## src/rtl/program_loader_pkg.sv

```systemverilog
`default_nettype none
// +------------------------------------------------------------------+
// | Module  : program_loader_pkg                                      |
// | Purpose : Loader FSM state encodings and state-decode helpers.    |
// | Rev     : 1.0  initial release                                    |
// +------------------------------------------------------------------+
package program_loader_pkg;

  // Loader FSM encodings (4-bit)
  localparam logic [3:0] LDR_IDLE   = 4'd0;
  localparam logic [3:0] LDR_CNT_HI = 4'd1;
  localparam logic [3:0] LDR_CNT_LO = 4'd2;
  localparam logic [3:0] LDR_B2     = 4'd3;
  localparam logic [3:0] LDR_B1     = 4'd4;
  localparam logic [3:0] LDR_B0     = 4'd5;
  localparam logic [3:0] LDR_WRITE  = 4'd6;
  localparam logic [3:0] LDR_CHECK  = 4'd7;
  localparam logic [3:0] LDR_DONE   = 4'd8;
  localparam logic [3:0] LDR_ERROR  = 4'd9;

  // States in which a stream byte may be accepted
  function automatic logic is_rx_state(input logic [3:0] s);
    return (s == LDR_CNT_HI) || (s == LDR_CNT_LO) || (s == LDR_B2) ||
           (s == LDR_B1)     || (s == LDR_B0)     || (s == LDR_CHECK);
  endfunction

  // States in which a new load may be started
  function automatic logic is_rest_state(input logic [3:0] s);
    return (s == LDR_IDLE) || (s == LDR_DONE) || (s == LDR_ERROR);
  endfunction

endpackage
`default_nettype wire

```

## src/rtl/program_loader.sv

```systemverilog
`default_nettype none
// +------------------------------------------------------------------+
// | Module  : program_loader                                          |
// | Purpose : Receives a byte-stream program image, assembles 24-bit  |
// |           words, writes them to program RAM from address 0 and    |
// |           releases the CPU only after the checksum matches.       |
// | Rev     : 1.0  initial release                                    |
// +------------------------------------------------------------------+
module program_loader
  import program_loader_pkg::*;
#(
  parameter int DEPTH = 256
) (
  input  logic        clk,
  input  logic        rst_n,
  input  logic        start,
  input  logic [7:0]  in_data,
  input  logic        in_valid,
  output logic        in_ready,
  output logic [15:0] prog_addr,
  output logic [23:0] prog_data,
  output logic        prog_write_en_n,
  output logic        cpu_hold,
  output logic        busy,
  output logic        done,
  output logic        error
);

  localparam logic [16:0] DEPTH_LIMIT = 17'(DEPTH);

  logic [3:0]  state;
  logic [3:0]  state_nxt;
  logic [15:0] count;
  logic [15:0] index;
  logic [7:0]  csum;
  logic [7:0]  lane2;
  logic [7:0]  lane1;
  logic        xfer;
  logic [15:0] count_full;
  logic        more_words;

  assign xfer       = in_valid & in_ready;
  // Full count as seen while count_lo is on the bus
  assign count_full = {count[15:8], in_data};
  // Compare in 17 bits so index+1 can never wrap
  assign more_words = ({1'b0, index} + 17'd1) < {1'b0, count};

  // Next-state decode
  always_comb begin
    state_nxt = state;
    case (state)
      LDR_IDLE, LDR_DONE, LDR_ERROR:
        if (start) state_nxt = LDR_CNT_HI;
      LDR_CNT_HI:
        if (xfer) state_nxt = LDR_CNT_LO;
      LDR_CNT_LO:
        if (xfer) begin
          if ({1'b0, count_full} > DEPTH_LIMIT) state_nxt = LDR_ERROR;
          else if (count_full == 16'd0)         state_nxt = LDR_CHECK;
          else                                  state_nxt = LDR_B2;
        end
      LDR_B2:
        if (xfer) state_nxt = LDR_B1;
      LDR_B1:
        if (xfer) state_nxt = LDR_B0;
      LDR_B0:
        if (xfer) state_nxt = LDR_WRITE;
      LDR_WRITE:
        state_nxt = more_words ? LDR_B2 : LDR_CHECK;
      LDR_CHECK:
        if (xfer) state_nxt = (in_data == csum) ? LDR_DONE : LDR_ERROR;
      default:
        state_nxt = LDR_IDLE;
    endcase
  end

  // State register
  always_ff @(posedge clk or negedge rst_n) begin
    if (!rst_n) state <= LDR_IDLE;
    else        state <= state_nxt;
  end

  // Datapath: count capture, byte lanes, word index, checksum, RAM port regs
  always_ff @(posedge clk or negedge rst_n) begin
    if (!rst_n) begin
      count     <= 16'd0;
      index     <= 16'd0;
      csum      <= 8'd0;
      lane2     <= 8'd0;
      lane1     <= 8'd0;
      prog_addr <= 16'd0;
      prog_data <= 24'd0;
    end else begin
      // A fresh load restarts the index and checksum
      if (start && is_rest_state(state)) begin
        index <= 16'd0;
        csum  <= 8'd0;
      end
      // The checksum byte itself is not part of the sum
      if (xfer && (state != LDR_CHECK)) csum <= csum + in_data;
      if (xfer) begin
        case (state)
          LDR_CNT_HI: count[15:8] <= in_data;
          LDR_CNT_LO: count[7:0]  <= in_data;
          LDR_B2:     lane2       <= in_data;
          LDR_B1:     lane1       <= in_data;
          LDR_B0: begin
            // Address and data settle before the WRITE cycle and then hold
            prog_data <= {lane2, lane1, in_data};
            prog_addr <= index;
          end
          default: ;
        endcase
      end
      if (state == LDR_WRITE) index <= index + 16'd1;
    end
  end

  // Outputs decoded purely from state
  assign in_ready        = is_rx_state(state);
  assign prog_write_en_n = (state != LDR_WRITE);
  assign cpu_hold        = (state != LDR_DONE);
  assign busy            = !is_rest_state(state);
  assign done            = (state == LDR_DONE);
  assign error           = (state == LDR_ERROR);

endmodule
`default_nettype wire

```

## config.mk

```make
export PLATFORM = sky130hd
export DESIGN_NAME = program_loader
export DESIGN_NICKNAME = d
export VERILOG_FILES = /design/src/rtl/program_loader_pkg.sv /design/src/rtl/program_loader.sv
export SDC_FILE = /design/constraint.sdc
export NUM_CORES = 1
export LEC_CHECK = 0
export CORE_MARGIN = 2
export CORE_UTILIZATION = 40
export DETAILED_ROUTE_END_ITERATION = 7
export MAX_ROUTING_LAYER = met4
export SLEW_MARGIN = 40
export SYNTH_ARGS = -nofsm -noshare
export SYNTH_HDL_FRONTEND = slang
export SYNTH_SLANG_ARGS = --single-unit
```

## constraint.sdc

```tcl
create_clock -name clk -period 5.8 [get_ports clk]
set_input_delay 1.16 -clock clk [delete_from_list [all_inputs] [get_ports clk]]
set_output_delay 1.16 -clock clk [all_outputs]
set_load 0.005 [all_outputs]
```

==> results.txt, run 1 <==
status -> finished, final reports clean
Final Hold Fails -> 0
final period utilization -> 0.643
multiplexer share of the synthesized area -> 0.131
vias in the first global route -> 3,614
Slew @ Worst Pin -> 0.765 ns
CTS root buffer -> clkbuf_16
finished layout cell area -> 6000 sq um
Max-Cap Viols -> 0
ant diodes -> 0
CP required -> 4.64 ns
post-CTS sizing -> 0
Post-Synth Adder-Cell Area -> 0.0611
Commonest cells post-synth -> dfrtp_1 (100), mux2_1 (55), nand2_1 (38)
Mapped Cells -> 446
Core Box Area -> 12,200 sq um
Synth Register Bits -> 100
r2r setup slk -> 2.90 ns
share of the synthesized area in the top cell type -> 0.497
Synth Area in XOR/XNOR -> 0.0365
CTS buffer count -> 9
pin count of the biggest net entering global routing -> 56
Hold Crit Class -> reg -> reg
Slew Limit Fails -> 0
router iterations before antenna repair -> 4
EDFF count, synth -> 0
Main synth FF type -> dfrtp_1
Tmin final -> 3.73 ns
CTS Hold Bufs -> 0
Fin Hold WS -> 0.482 ns
chip height -> 116 microns
Post-synth ARST share -> 1.00
post-synth top area cell -> dfrtp_1
drc violations -> 0
clock latency on the worst-skew pair -> 0.35 ns
DP Wirelength -> 7.31 mm
H-tree lvl count -> 3
synth top area cells -> dfrtp_1 (50%), mux2_1 (12%), ha_1 (5.7%), nand2_1 (2.8%), xnor2_1 (2.4%)
Starting Density -> 0.414
Worst Path Max Fanout -> 17
CTS tree -> built
Post-DP Area -> 5720 sq um
critical path class -> reg -> out
worst vdd ir -> 0.193 mV
Avg WL per Cell -> 15.8 microns
area occupied by multi-input gates -> 2360 sq um
Achievable Freq -> 268 MHz
antenna violations before repair -> 0
Post-Synth Simple-Gate Area -> 0.115
count of final setup violators -> 0
DR iter-0 viols -> 123
WL final -> 10.6 mm
Storage cell area -> 2500 sq um
Die ar. -> 13,500 sq um
Post-CTS Setup Bufs -> 0
Buffers on Ports -> 57
Worst Path Arrival -> 2.57 ns
CP Capture Type -> output pin
Leakage -> 0.00276 uW
via count -> 3,481
cell chain of the critical path -> nand3_1 > nor2_4 > inv_2 > clkdlybuf4s50_1
worst stage delay on the critical path -> 0.75 ns
DR vias/cell -> 5.21
Clock Tree Buf Depth -> 2
post-synthesis area per instance -> 11.3 sq um
Tot GR Track Use -> 0.180
PD cells -> 458 nW/um^2
RSZ-0062 raised after global routing -> false
Cell Area, Synth -> 5040 sq um
fin util -> 0.493
first-pass GRT wire length -> 18.2 mm
synth unique cells -> 54
Slew headroom -> 0.487
antenna viol nets, final -> 0
skew final -> 0.00641 ns
largest family of logic cells by synthesized area -> multiplexers
Core Rows -> 40
Synth Area in Compound Gates -> 0.121
Layout Nets -> 532
Ports -> 58
setup TNS -> 0 ns
sequential cell area fraction in the yosys report -> 0.497
net count after synthesis -> 482
layout cell share with drive strength beyond 1 -> 0.0800
CP max-delay cell -> dfrtp_1
most common cell in the synthesized netlist -> dfrtp_1
GRT overflow -> 0
Chip Width -> 116 microns
fill count -> 1,102
Area Overhead vs Synth -> 19.1%
clk slew on worst S/H paths -> 0.07 ns
clock sinks -> 100
GP Congestion -> 0.823
crit start category -> flop
Ys Warns -> 0
==> through the flow <==
step	total power, uW	cells	setup WS, ns
finish	2750	668	2.07
detailed placement	2200	653	2.26
CTS	2780	668	2.07
global route	2970	668	1.90
floorplan	1780	446	3.10
global placement	2160	653	2.35
==> critical path: cells and delay by family (launching register included) <==
family / cells / cell delay, ns
buf+inv: 2 / 0.77
flops: 1 / 0.75
simple gates: 2 / 0.68
==> state kept, by name, indices dropped and copies added (netlist names) <==
signal	flops
count	16
csum	8
index	16
lane1	8
lane2	8
prog_addr	16
prog_data	24
state	4
==> where the power goes <==
group          internal (uW)  switching (uW)  total (uW)
combinational            556             478        1030
clock                    293             274         568
sequential               957             187        1140
total                   1810             940        2750
==> cells in the final DEF, fill, tap and decap left out, drive strengths merged, types with 3 or more instances in the layout <==
cell type / n
nor2: 20
mux2: 57
nand4: 3
nand3: 11
a21oi: 12
o21ai: 38
nor3: 9
xnor2: 14
o21bai: 3
ha: 23
xor2: 7
and3: 6
clkbuf: 9
a21o: 8
inv: 23
a22o: 10
nor4: 4
o211ai: 3
nand2: 39
o31ai: 7
nor2b: 3
dfrtp: 100
and4: 3
and2: 5
a31oi: 4
clkdlybuf4s50: 56
==> layout make-up <==
| type | instances | area share |
|---|---|---|
| clock buffer | 9 | 0.0375 |
| timing repair buffer | 58 | 0.0960 |
| multi-input combinational | 306 | 0.393 |
| inverter | 21 | 0.0131 |
| clock inverter | 6 | 0.00814 |
| tap | 168 | 0.0350 |
| sequential | 100 | 0.417 |
==> metal layers <==
| layer | vias up | GRT usage | wire length (microns) |
|---|---|---|---|
| met5 | - | - | 0 |
| met4 | 0 | 0.0722 | 204 |
| met3 | 15 | 0.0306 | 316 |
| met2 | 72 | 0.271 | 4820 |
| met1 | 1715 | 0.244 | 5240 |
| li1 | 1679 | - | - |
==> cells by family (layout without fill, tap and decap cells) <==
group,count (synthesis),in the layout
xor+xnor,21,21
mux,59,59
buf+inv,40,94
fa+ha+maj,24,24
simple gates,109,109
compound gates,93,93
flops,100,100
==> worst paths after layout <==
kind                                            from                   endpoint  depth (start not counted)
worst max-delay path            state[2]$_DFFE_PN0P_            prog_write_en_n                          4
worst min-delay path            lane1[5]$_DFFE_PN0P_       lane1[5]$_DFFE_PN0P_                          1
worst max register to register  index[0]$_DFFE_PN0P_       state[2]$_DFFE_PN0P_                         10
worst min register to register  lane1[5]$_DFFE_PN0P_       lane1[5]$_DFFE_PN0P_                          1
max in group asynchronous                      rst_n       state[1]$_DFFE_PN0P_                          2
min in group asynchronous                      rst_n  prog_data[12]$_DFFE_PN0P_                          1
(Power assumes the default switching activity.)
==> run 2, diff against run 1 <==
clock period = 3.7 ns   (was 5.8 ns; I/O delays follow)
==> results.txt, run 2 (synthesized netlist as in run 1, its figures left out) <==
Setup WS post-layout -> 0.741 ns
GRT Max-Usage Layer -> met2
clock sinks -> 100
count of final setup violators -> 0
Die ar. -> 13,500 sq um
Ports -> 58
Post-CTS Setup Bufs -> 0
WL final -> 11.1 mm
crit start category -> flop
chip height -> 116 microns
first-pass GRT wire length -> 18.8 mm
vias in the first global route -> 3,685
Avg WL per Cell -> 16.4 microns
antenna viol nets, final -> 0
worst vdd ir -> 0.270 mV
skew final -> 0.0106 ns
DR iter-0 viols -> 173
Slew Limit Fails -> 0
met1 usage -> 0.236
worst stage delay on the critical path -> 0.77 ns
layout cell share with drive strength beyond 1 -> 0.0980
Layout Nets -> 541
CP required -> 2.96 ns
pin count of the biggest net entering global routing -> 51
cell family with most CP delay -> flip-flops
CTS root buffer -> clkbuf_16
Tmin final -> 2.96 ns
GRT overflow -> 0
reg-to-reg critical path startpoint -> index[0]$_DFFE_PN0P_
antenna violations before repair -> 0
grt met2 use -> 0.298
Hold Crit Class -> in -> async
Final Hold Fails -> 0
Buffers on Ports -> 57
Tot GR Track Use -> 0.184
CTS tree -> built
Leakage -> 0.00282 uW
RR Endpoint -> state[2]$_DFFE_PN0P_
Area Overhead vs Synth -> 21.3%
CTS buffer count -> 9
PD cells -> 729 nW/um^2
crit path buf inv count -> 2
Slew @ Worst Pin -> 0.665 ns
r2r setup slk -> 0.87 ns
Achievable Freq -> 338 MHz
cell chain of the critical path -> nand3_1 > nor2_4 > inv_2 > clkdlybuf4s50_1
H-tree lvl count -> 3
RSZ-0062 raised after global routing -> false
drc violations -> 0
post-CTS sizing -> 0
Max-Cap Viols -> 0
final period utilization -> 0.800
CP max-delay cell -> dfrtp_1
clock latency on the worst-skew pair -> 0.35 ns
DR vias/cell -> 5.24
GP Congestion -> 0.795
most common cell after layout, fill and taps aside -> dfrtp_1
met3 usage in global routing -> 0.0389
Fin Hold WS -> 0.398 ns
via count -> 3,554
CP Capture Type -> output pin
router iterations before antenna repair -> 4
Slew headroom -> 0.557
Starting Density -> 0.414
Chip Width -> 116 microns
FF-to-FF path depth -> 11
ant diodes -> 0
Worst Path Arrival -> 2.22 ns
DP Wirelength -> 7.77 mm
clk slew on worst S/H paths -> 0.08 ns
Core Rows -> 40
Power, Total -> 4460 uW
pre-CTS WS -> 0.796 ns
status -> finished, final reports clean
commonest cells after routing, fill and taps aside -> dfrtp_1 (100), clkdlybuf4s50_1 (56), mux2_1 (55), nand2_1 (37), ha_1 (23)
max reg flops -> 24
Clock Tree Buf Depth -> 2
Worst Path Max Fanout -> 17
CTS Hold Bufs -> 0
setup TNS -> 0 ns
critical path class -> reg -> out
Core Box Area -> 12,200 sq um
most flop-heavy register -> prog_data
-- run 2: changes by cell type in the layout (fill, tap and decap cells not counted), sizes merged --
cell and delta:
inv +2, buf +9, clkinv -1, bufinv +1, clkinvlp -1
-- run 2: layout make-up --
cell class	count	area [sq um]
clock buffer	9	225
sequential	100	2500
multi-input combinational	306	2360
clock inverter	7	91.3
fill	1097	6050
tap	168	210
timing repair buffer	67	643
inverter	21	78.8
-- run 2: worst max-delay path by stage --
stage	from	to	slack (ns)	cells past startpoint
floorplan	index[0]$_DFFE_PN0P_	state[2]$_DFFE_PN0P_	1.15	11
global placement	in_data[0]	csum[6]$_DFFE_PN0P_	0.85	9
detailed placement	in_data[0]	csum[6]$_DFFE_PN0P_	0.80	9
CTS	state[2]$_DFFE_PN0P_	prog_write_en_n	0.76	4
global route	state[2]$_DFFE_PN0P_	prog_write_en_n	0.61	4
finish	state[2]$_DFFE_PN0P_	prog_write_en_n	0.74	4
-- run 2: power breakdown --
| group | internal, uW | total (uW) | switching (uW) |
|---|---|---|---|
| clock | 543 | 1000 | 457 |
| sequential | 1500 | 1790 | 291 |
| combinational | 886 | 1660 | 778 |
| total | 2930 | 4460 | 1530 |
-- run 2: metrics by stage --
step	std cells	utilization	instance area, sq um
after global placement	662	0.475	5780
after CTS	678	0.501	6100
after detailed placement	662	0.475	5780
final	678	0.502	6110
after floorplan	446	-	5040
after global routing	678	0.502	6110
-- run 2: metal layers --
| layer | wire length, microns | share of wire |
|---|---|---|
| met4 | 169 | 0.015 |
| met1 | 5340 | 0.48 |
| met2 | 5180 | 0.47 |
| met3 | 435 | 0.039 |
| met5 | 0 | 0 |
==> run 3, diff against run 2 <==
clock period = 2.9 ns   (was 3.7 ns; I/O delays follow)
==> results.txt, run 3 (synthesized netlist as in run 1, its figures left out) <==
via count -> 3,620
antenna violations before repair -> 0
PD cells -> 912 nW/um^2
CP required -> 3.13 ns
Max-Cap Viols -> 0
Avg WL per Cell -> 16.2 microns
Post-DP Area -> 5850 sq um
Leakage -> 0.00285 uW
Slew headroom -> 0.595
FF-to-FF path depth -> 12
drc violations -> 0
chip height -> 116 microns
skew final -> 0.00873 ns
router iterations before antenna repair -> 4
antenna viol nets, final -> 0
Layout Nets -> 549
CTS buffer count -> 9
clock latency on the worst-skew pair -> 0.35 ns
Die ar. -> 13,500 sq um
fin util -> 0.505
Starting Density -> 0.414
layout cell share with drive strength beyond 1 -> 0.114
clock sinks -> 100
fill count -> 1,130
CTS Hold Bufs -> 0
H-tree lvl count -> 3
area occupied by multi-input gates -> 2350 sq um
DR vias/cell -> 5.28
setup TNS -> 0 ns
Gate power share -> 0.389
max reg flops -> 24
RR Endpoint -> state[2]$_DFFE_PN0P_
Net Switching -> 1900 uW
Slew Limit Fails -> 0
most flop-heavy register -> prog_data
status -> finished, final reports clean
WL final -> 11.1 mm
first-pass GRT wire length -> 18.6 mm
Worst Path Arrival -> 2.93 ns
Clock Power Share -> 0.209
most common cell after layout, fill and taps aside -> dfrtp_1
cell internal pwr -> 3700 uW
Tot GR Track Use -> 0.183
post-CTS sizing -> 0
CP Capture Type -> flop
CTS root buffer -> clkbuf_16
vias in the first global route -> 3,664
Worst Path Max Fanout -> 5
sw frac -> 0.340
DR iter-0 viols -> 178
count of final setup violators -> 0
critical path class -> reg -> reg
final period utilization -> 0.930
Power, Total -> 5610 uW
worst vdd ir -> 0.317 mV
Final Hold Fails -> 0
reg-to-reg critical path startpoint -> index[1]$_DFFE_PN0P_
commonest cells after routing, fill and taps aside -> dfrtp_1 (100), clkdlybuf4s50_1 (56), mux2_1 (55), nand2_1 (37), ha_1 (22)
ant diodes -> 0
Core Box Area -> 12,200 sq um
r2r setup slk -> 0.20 ns
Slew @ Worst Pin -> 0.608 ns
Hold Crit Class -> in -> async
DP Wirelength -> 7.85 mm
GP Congestion -> 0.856
CTS tree -> built
Core Rows -> 40
Post-CTS Setup Bufs -> 0
crit path from -> index[1]$_DFFE_PN0P_
Buffers on Ports -> 57
power share of the sequential group -> 0.403
GRT overflow -> 0
Storage cell area -> 2500 sq um
finished layout cell area -> 6150 sq um
Ports -> 58
Area Overhead vs Synth -> 22.0%
Tmin final -> 2.70 ns
Chip Width -> 116 microns
pin count of the biggest net entering global routing -> 55
Achievable Freq -> 371 MHz
Clock Tree Buf Depth -> 2
crit start category -> flop
clk slew on worst S/H paths -> 0.07 ns
==> run 3: cell count changes in the layout (fill, tap and decap cells not counted), sizes merged <==
cell,change
clkinv,+1
inv,-1
bufinv,-1
clkinvlp,-1
buf,+8
clkbuf,+2
==> run 3: through the flow <==
stage | instances | setup slack (ns) | hold slack, ns
final | 686 | 0.203 | 0.245
after CTS | 686 | 0.118 | 0.261
after global routing | 686 | -0.00255 | 0.286
after detailed placement | 670 | 0.146 | 0.468
after global placement | 670 | 0.204 | 0.458
after floorplan | 446 | 0.347 | 0.284
==> run 3: worst max-delay path by stage <==
stage                                end  slack [ns]  cells past startpoint
finish              state[2]$_DFFE_PN0P_        0.20                     12
global route        state[2]$_DFFE_PN0P_      -0.003                     12
CTS                 state[2]$_DFFE_PN0P_        0.12                     12
detailed placement   csum[6]$_DFFE_PN0P_        0.15                      9
global placement     csum[6]$_DFFE_PN0P_        0.20                      9
floorplan           state[2]$_DFFE_PN0P_        0.35                     11
==> run 3: layout make-up <==
type	count	area share
clock buffer	11	0.0395
clock inverter	5	0.00692
inverter	21	0.0128
multi-input combinational	306	0.383
sequential	100	0.407
tap	168	0.0342
timing repair buffer	75	0.116
==> run 3: worst max-delay path, stage by stage, from the launching register on <==
cell	delay [ns]
dfrtp_1	0.40
ha_2	0.25
and4_2	0.30
nand4_2	0.19
nor2_4	0.19
xor2_1	0.17
ha_1	0.26
a21o_1	0.16
a21oi_1	0.14
o21ai_0	0.10
nand2_1	0.09
o211ai_1	0.10
a32o_1	0.23
==> run 3: routing by layer <==
| metal | up-vias | part of all wire | GRT usage |
|---|---|---|---|
| li1 | 1721 | - | - |
| met1 | 1789 | 0.49 | 0.243 |
| met2 | 92 | 0.45 | 0.283 |
| met3 | 18 | 0.040 | 0.0368 |
| met4 | 0 | 0.021 | 0.0603 |
| met5 | - | 0 | - |
==> run 3: power groups by stage <==
stage | registers, uW | clock network [uW] | logic (uW)
final | 2260 | 1170 | 2180
after global routing | 2330 | 1250 | 2440
after CTS | 2260 | 1200 | 2210
after detailed placement | 2290 | 0 | 2200
after global placement | 2270 | 0 | 2140
after floorplan | 2170 | 0 | 1390
